--- src/rtl/reg_file.sv ---
// reg_file: RV32 architectural register file with a post-reset sequential clear,
// x0 hardwiring and write-to-read bypass on both read ports.
module reg_file #(
    parameter int unsigned NREG = 32,
    parameter int unsigned XLEN = 32
) (
    input  logic                     clk,
    input  logic                     reset_n,
    input  logic                     op_write_top,
    input  logic [31:0]              write_pc_reg_addr,
    input  logic [XLEN-1:0]          write_pc_reg_value,
    input  logic [31:0]              load_pc_reg_addr1,
    input  logic [31:0]              load_pc_reg_addr2,
    output logic [XLEN-1:0]          load_pc_reg_value1,
    output logic [XLEN-1:0]          load_pc_reg_value2,
    output logic                     rf_ready,
    input  logic [$clog2(NREG)-1:0]  dbg_addr,
    output logic [XLEN-1:0]          dbg_data
);

    localparam int unsigned IDX_W = $clog2(NREG);
    localparam logic [IDX_W-1:0] IDX_ZERO  = IDX_W'(0);
    localparam logic [IDX_W-1:0] IDX_FIRST = IDX_W'(1);
    localparam logic [IDX_W-1:0] IDX_LAST  = IDX_W'(NREG - 1);

    typedef enum logic {
        ST_CLEAR = 1'b0,
        ST_RUN   = 1'b1
    } state_t;

    state_t              state_q, state_d;
    logic [IDX_W-1:0]    clr_idx_q, clr_idx_d;
    logic [XLEN-1:0]     mem_q [NREG];

    logic [IDX_W-1:0]    widx_c, ridx1_c, ridx2_c;
    logic                wr_fire_c;
    logic                mem_we_c;
    logic [IDX_W-1:0]    mem_waddr_c;
    logic [XLEN-1:0]     mem_wdata_c;
    logic [XLEN-1:0]     rd1_c, rd2_c, dbg_c;

    // Only the low index bits address the file; the rest are don't-care.
    logic unused_upper_bits;
    assign unused_upper_bits = ^{write_pc_reg_addr[31:IDX_W],
                                 load_pc_reg_addr1[31:IDX_W],
                                 load_pc_reg_addr2[31:IDX_W]};

    assign widx_c    = write_pc_reg_addr[IDX_W-1:0];
    assign ridx1_c   = load_pc_reg_addr1[IDX_W-1:0];
    assign ridx2_c   = load_pc_reg_addr2[IDX_W-1:0];
    assign wr_fire_c = op_write_top && (widx_c != IDX_ZERO);

    // State register: synchronous reset restarts the clear sequence at x1.
    always_ff @(posedge clk) begin
        if (!reset_n) begin
            state_q   <= ST_CLEAR;
            clr_idx_q <= IDX_FIRST;
        end else begin
            state_q   <= state_d;
            clr_idx_q <= clr_idx_d;
        end
    end

    // Next state: walk clr_idx from x1 to the last entry, then enter RUN.
    always_comb begin
        state_d   = state_q;
        clr_idx_d = clr_idx_q;
        if (state_q == ST_CLEAR) begin
            if (clr_idx_q == IDX_LAST) begin
                state_d = ST_RUN;
            end else begin
                clr_idx_d = clr_idx_q + IDX_W'(1);
            end
        end
    end

    // Outputs: single array write port plus read muxes with x0 and bypass.
    always_comb begin
        mem_we_c    = 1'b0;
        mem_waddr_c = IDX_ZERO;
        mem_wdata_c = '0;
        rd1_c       = '0;
        rd2_c       = '0;
        dbg_c       = '0;
        if (state_q == ST_CLEAR) begin
            mem_we_c    = 1'b1;
            mem_waddr_c = clr_idx_q;
        end else begin
            if (wr_fire_c) begin
                mem_we_c    = 1'b1;
                mem_waddr_c = widx_c;
                mem_wdata_c = write_pc_reg_value;
            end
            if (ridx1_c != IDX_ZERO) begin
                rd1_c = (wr_fire_c && (widx_c == ridx1_c)) ? write_pc_reg_value
                                                          : mem_q[ridx1_c];
            end
            if (ridx2_c != IDX_ZERO) begin
                rd2_c = (wr_fire_c && (widx_c == ridx2_c)) ? write_pc_reg_value
                                                          : mem_q[ridx2_c];
            end
            if (dbg_addr != IDX_ZERO) begin
                dbg_c = mem_q[dbg_addr];
            end
        end
    end

    // Storage array: no reset so it maps onto a single-write-port RAM; reset drops writes.
    always_ff @(posedge clk) begin
        if (reset_n && mem_we_c) begin
            mem_q[mem_waddr_c] <= mem_wdata_c;
        end
    end

    assign load_pc_reg_value1 = rd1_c;
    assign load_pc_reg_value2 = rd2_c;
    assign dbg_data           = dbg_c;
    assign rf_ready           = (state_q == ST_RUN);

endmodule

--- config.mk ---
export PLATFORM = sky130hd
export DESIGN_NAME = reg_file
export DESIGN_NICKNAME = d
export VERILOG_FILES = /design/src/rtl/reg_file.sv
export SDC_FILE = /design/constraint.sdc
export NUM_CORES = 2
export LEC_CHECK = 0
export BUFFER_PORTS_ARGS = -buffer_cell sky130_fd_sc_hd__buf_4
export CAP_MARGIN = 40
export CORE_MARGIN = 2
export CORE_UTILIZATION = 48
export DETAILED_ROUTE_END_ITERATION = 6
export HOLD_SLACK_MARGIN = 0.03
export PLACE_DENSITY = 0.72
export SYNTH_ARGS = -nofsm -noshare
export SYNTH_HDL_FRONTEND = slang
export SYNTH_SLANG_ARGS = --single-unit
--- constraint.sdc ---
create_clock -name clk -period 7.96 [get_ports clk]
set_clock_uncertainty 0.15 [all_clocks]
set_input_delay 0.398 -clock clk [delete_from_list [all_inputs] [get_ports clk]]
set_output_delay 0.398 -clock clk [all_outputs]
set_load 0.02 [all_outputs]
# --- Yosys cells after proc, flatten, opt, wreduce, memory -nomap -nowiden ---
# Memories as Yosys holds them, arrays and structs flattened.
# Cells that the tools add are included.
op_classes:
  n_addsub: 1
  eq_ne: 3
  multipliers: 0
  order_cmp: 0
  muxes: 18
  reduce_logical: 9
  div: 0
  n_bitwise: 2
  shift: 0
ops:
  columns: ["operator", "n"]
  rows:
  - ["$mux W32", 10]
  - ["$reduce_bool A5 Y1", 4]
  - ["$eq A5 B5 Y1", 2]
  - ["$mux W5", 2]
  - ["$mux W1", 6]
  - ["$add A5 B1 Y5 const B", 1]
  - ["$eq A5 B5 Y1 const B", 1]
  - ["$logic_and A1 B1 Y1", 4]
  - ["$not A1 Y1", 2]
  - ["$reduce_and A2 Y1", 1]
word_totals:
  latch_bits: 0
  ram_bits: 1024
  in_bits: 136
  rom_bits: 0
  mem_count: 1
  out_inout_bits: 97
  register_bits: 6
memory_table:
  columns: ["name", "depth", "width", "read_ports", "rd_ports_with_merged_regs", "wr", "line_no", "source"]
  rows:
  - ["mem_q", 32, 32, 3, 0, 1, "33", "logic [XLEN-1:0] mem_q [NREG];"]

# --- Longest topological paths before layout ---
depth:
  depth_word: 7
  ltp_mapped: 9
  mapped_depth_nobuf: 7

# --- Worst setup path after synthesis ---
# Ideal clock, no wire load.
synth_path:
  kind: "flip-flop to flip-flop"
  from: "reg state_q, in the netlist rf_ready"
  to: "mem mem_q[12][0], enable pin"
  required_time_ps: 7389
  period_less_slack_ps: 3354
  setup_slack_ps: 4606
  path_stages_with_launch: 7
  arrival_time_ps: 2783
  path_cell_list: "dfxtp_1 clkbuf_1 clkbuf_1 nand3_1 o21ai_0 nand2_1 nor2_1"
synth_between:
  elab_chain_cells: 4
synth_lines:
  columns: ["item", "line_no", "source"]
  rows:
  - ["start: declaration", "31", "state_t state_q, state_d;"]
  - ["start signal: assignment", "59", "state_q <= state_d;"]
  - ["$mux W1", "85", "if (state_q == ST_CLEAR) begin"]
  - ["$logic_and A1 B1 Y1", "110", "if (reset_n && mem_we_c) begin"]
  - ["$mux W1", "110", null]
  - ["$mux W1 (implied by the code)", "111", "mem_q[mem_waddr_c] <= mem_wdata_c;"]
  - ["end: declaration", "33", null]
# Several ways; a longest one is shown, not always the timed one.

# --- Final worst setup path ---
layout_path:
  from: "reg state_q, in the netlist rf_ready"
  to: "out dbg_data[14]"
layout_between:
  elab_chain_cells: 1
layout_lines:
  columns: ["item", "line_no", "source"]
  rows:
  - ["$mux W32", "85", null]
  - ["end: declaration", "18", "output logic [XLEN-1:0] dbg_data"]
# No other way between the ends.

==> reports/metrics.cfg <==
[status]
status = complete, no violations

[global_route]
first_global_vias = 37000
globalRouteOverflowTotal = 0
grt_pass1_wl_um = 278000
grt_antenna_before_repair = 5
track_usage = 0.329
grt_max_degree = 140

[setup_path]
worstPathRequired_ps = 7410
path_common_cell = buf_4
crit_path_start_kind = flip-flop
slowest_delay_ps = 910
cp_cell_sequence = buf_4, buf_4, inv_2, or3_2, buf_4, o21ai_0, buf_4
slowest_stage = o21ai_0
rrSetupSlack_ps = 3260
cp-end-kind = primary output
critPathMaxFanout = 33
crit_type = flip-flop to primary output
path_buf_inv = 5
path_delay_family = buffers and inverters
critPathArrivalTime_ps = 4670

[min_path]
min_path_type = input port to flip-flop

[pwr]
p_switching_mw = 2.93
leakage_nw = 20.3
p_int_mw = 9.66
peakVddDrop_mv = 0.173
seqPwrFrac = 0.474
p_comb_frac = 0.098
powerDensity_nw_per_um2 = 198
clkPwrFrac = 0.429
switching_share = 0.233

[cells_and_area]
layout.cells.non_filler = 4719
layout.nets = 3231
register_area_sq_um = 30900
drive_gt1_frac = 0.419
multi_input_area_sq_um = 24300
nFillCells = 8620
syn2layout_area_growth_pct = 13.4

[place]
dpl.hpwl_um = 115000
preCtsSetupSlack_ps = 3470
routabilityCongestion = 0.915
dp_cells = 4469
numPortBuffers = 151

[route]
wl_met3_um = 35700
wl_met2_um = 87300
drt-met1-wl_um = 64600
remaining_drc_errors = 0
first_iter_violations = 6300
vias_per_cell = 7.86
wire_per_inst_um = 42.0
highest_layer = met5
routed_wl_um = 198000
via_count = 37100
ant_nets = 0
drt-pass1-iter-count = 6

[logic_synthesis]
syn-num-nets = 3117
synthTopCellsByCount = 1,024 x edfxtp_1, 798 x mux4_2, 162 x clkbuf_1
netlist.area_leader.share = 0.548
synth_area_sq_um = 56100
synth_ff_type = edfxtp_1
synth.most_common_cell = edfxtp_1
synthTopCellsByArea = edfxtp_1 55%, mux4_2 32%, mux2i_1 1.7%
synth_edf_count = 1024
netlist-cell-type-count = 48
ys_warn_count = 0
synth_top_area_cell = edfxtp_1
ys_async_sr_fraction = 0
synth-seq-cells = 1030
yosysSeqAreaShare = 0.550
avgSynthCellArea_sq_um = 18.8
synthCells = 2979

[timing]
max_freq_mhz = 192
timing.final.crit_share = 0.656
fin_crit_ps = 5220
drv_slew = 0
finalSetupTns_ps = 0
rsz0062_at_grt = no
worst_slack_ps = 2740
finalHoldViolations = 0
setup_viol = 0
maxSlewHeadroom = 0.294
tightest_slew_ps = 1050

[floorplan]
dieHeight_um = 346
row_count = 125
core-area_sq_um = 116000
start_util = 0.484
fp.dieArea_sq_um = 120000
die_w_um = 346
io_pins = 233

[clock_network]
cts_root_buf = clkbuf_16
clk_latency_ps = 700
cts_tree = built
clockBufferDepth = 3
cts.sink_count = 1030
clk_pin_slew_ps = 70
cts_max_level = 3
post_cts_resized = 0
cts_made_buffers = 106

[run]
drv_cap = 0

power by group through the flow:
stage	clock (mW)	sequential (mW)	combinational, mW
4_1_cts	5.40	5.97	1.20
3_5_place_dp	0	6.08	1.19
6_report	5.40	5.97	1.23
2_1_floorplan	0	6.07	0.832
5_1_grt	5.61	5.97	1.26
3_3_place_gp	0	6.07	1.16
worst register-to-register path: cells and delay by family (launching register included):
family | cells | cell delay (ps)
AO/OA/AOI/OAI | 1 | 320
AND/OR/NAND/NOR | 2 | 1560
buffers and inverters | 4 | 1980
flip-flops | 1 | 310
registers in the layout, summed over array words and instances, names as in the netlist:
name and cells:
mem_q 1024, clr_idx_q 5, rf_ready 1
worst paths after layout:
path | start | end | cells past startpoint
worst min register to register | clr_idx_q[0] | clr_idx_q[0] | 2
worst min-delay path | write_pc_reg_value[10] | mem_q[23][10] | 2
worst max-delay path | rf_ready | dbg_data[14] | 7
worst max register to register | rf_ready | mem_q[24][11] | 7
per-layer routing:
metal	global-route usage	up-vias
met4	0.150	8
met2	0.477	3845
met1	0.433	19000
met5	0	-
met3	0.142	712
li1	-	13500
logic make-up after synthesis:
logic type	synth area share
adder cells (fa/ha/maj)	0.000446
AO/OA/AOI/OAI	0.0540
flip-flops	0.550
XOR/XNOR	0.00203
buffers and inverters	0.0238
multiplexers	0.344
AND/OR/NAND/NOR	0.0254
cells in the final DEF (no fill, tap or decap), types with 34 or more instances in the layout:
| cell type | count |
|---|---|
| nor2b_1 | 34 |
| edfxtp_1 | 1024 |
| o21ai_0 | 63 |
| a21oi_1 | 73 |
| a211o_1 | 64 |
| nand3_1 | 37 |
| buf_4 | 223 |
| o22ai_1 | 57 |
| mux2i_1 | 96 |
| mux4_2 | 798 |
| nor2_1 | 36 |
| a22oi_1 | 62 |
| nor2_4 | 36 |
| clkbuf_16 | 107 |
| and2_1 | 35 |
through the flow:
step / area (sq um) / hold slack (ps) / util / total power, mW
final: 63600 / 45.8 / 0.548 / 12.6
after global routing: 63600 / 30.8 / 0.548 / 12.8
after CTS: 63200 / 137 / 0.544 / 12.6
after detailed placement: 59400 / 405 / 0.512 / 7.27
after global placement: 59000 / 389 / 0.509 / 7.24
after floorplan: 56100 / 350 / - / 6.90
final cells by class:
type | instances | area share
Sequential cell | 1030 | 0.485
Multi-Input combinational cell | 1651 | 0.382
Inverter | 6 | 0.000354
Tap cell | 1524 | 0.0300
Clock buffer | 121 | 0.0429
Timing Repair Buffer | 298 | 0.0441
Clock inverter | 80 | 0.0154
Antenna cell | 9 | 0.000354
timing repair:
action | in CTS | in global routing
buffers inserted | 0 | 0
setup endpoints to repair | 0 | 0
hold endpoints to repair | 9 | 14
hold buffers | 3 | 11
(Power assumes the default switching activity.)
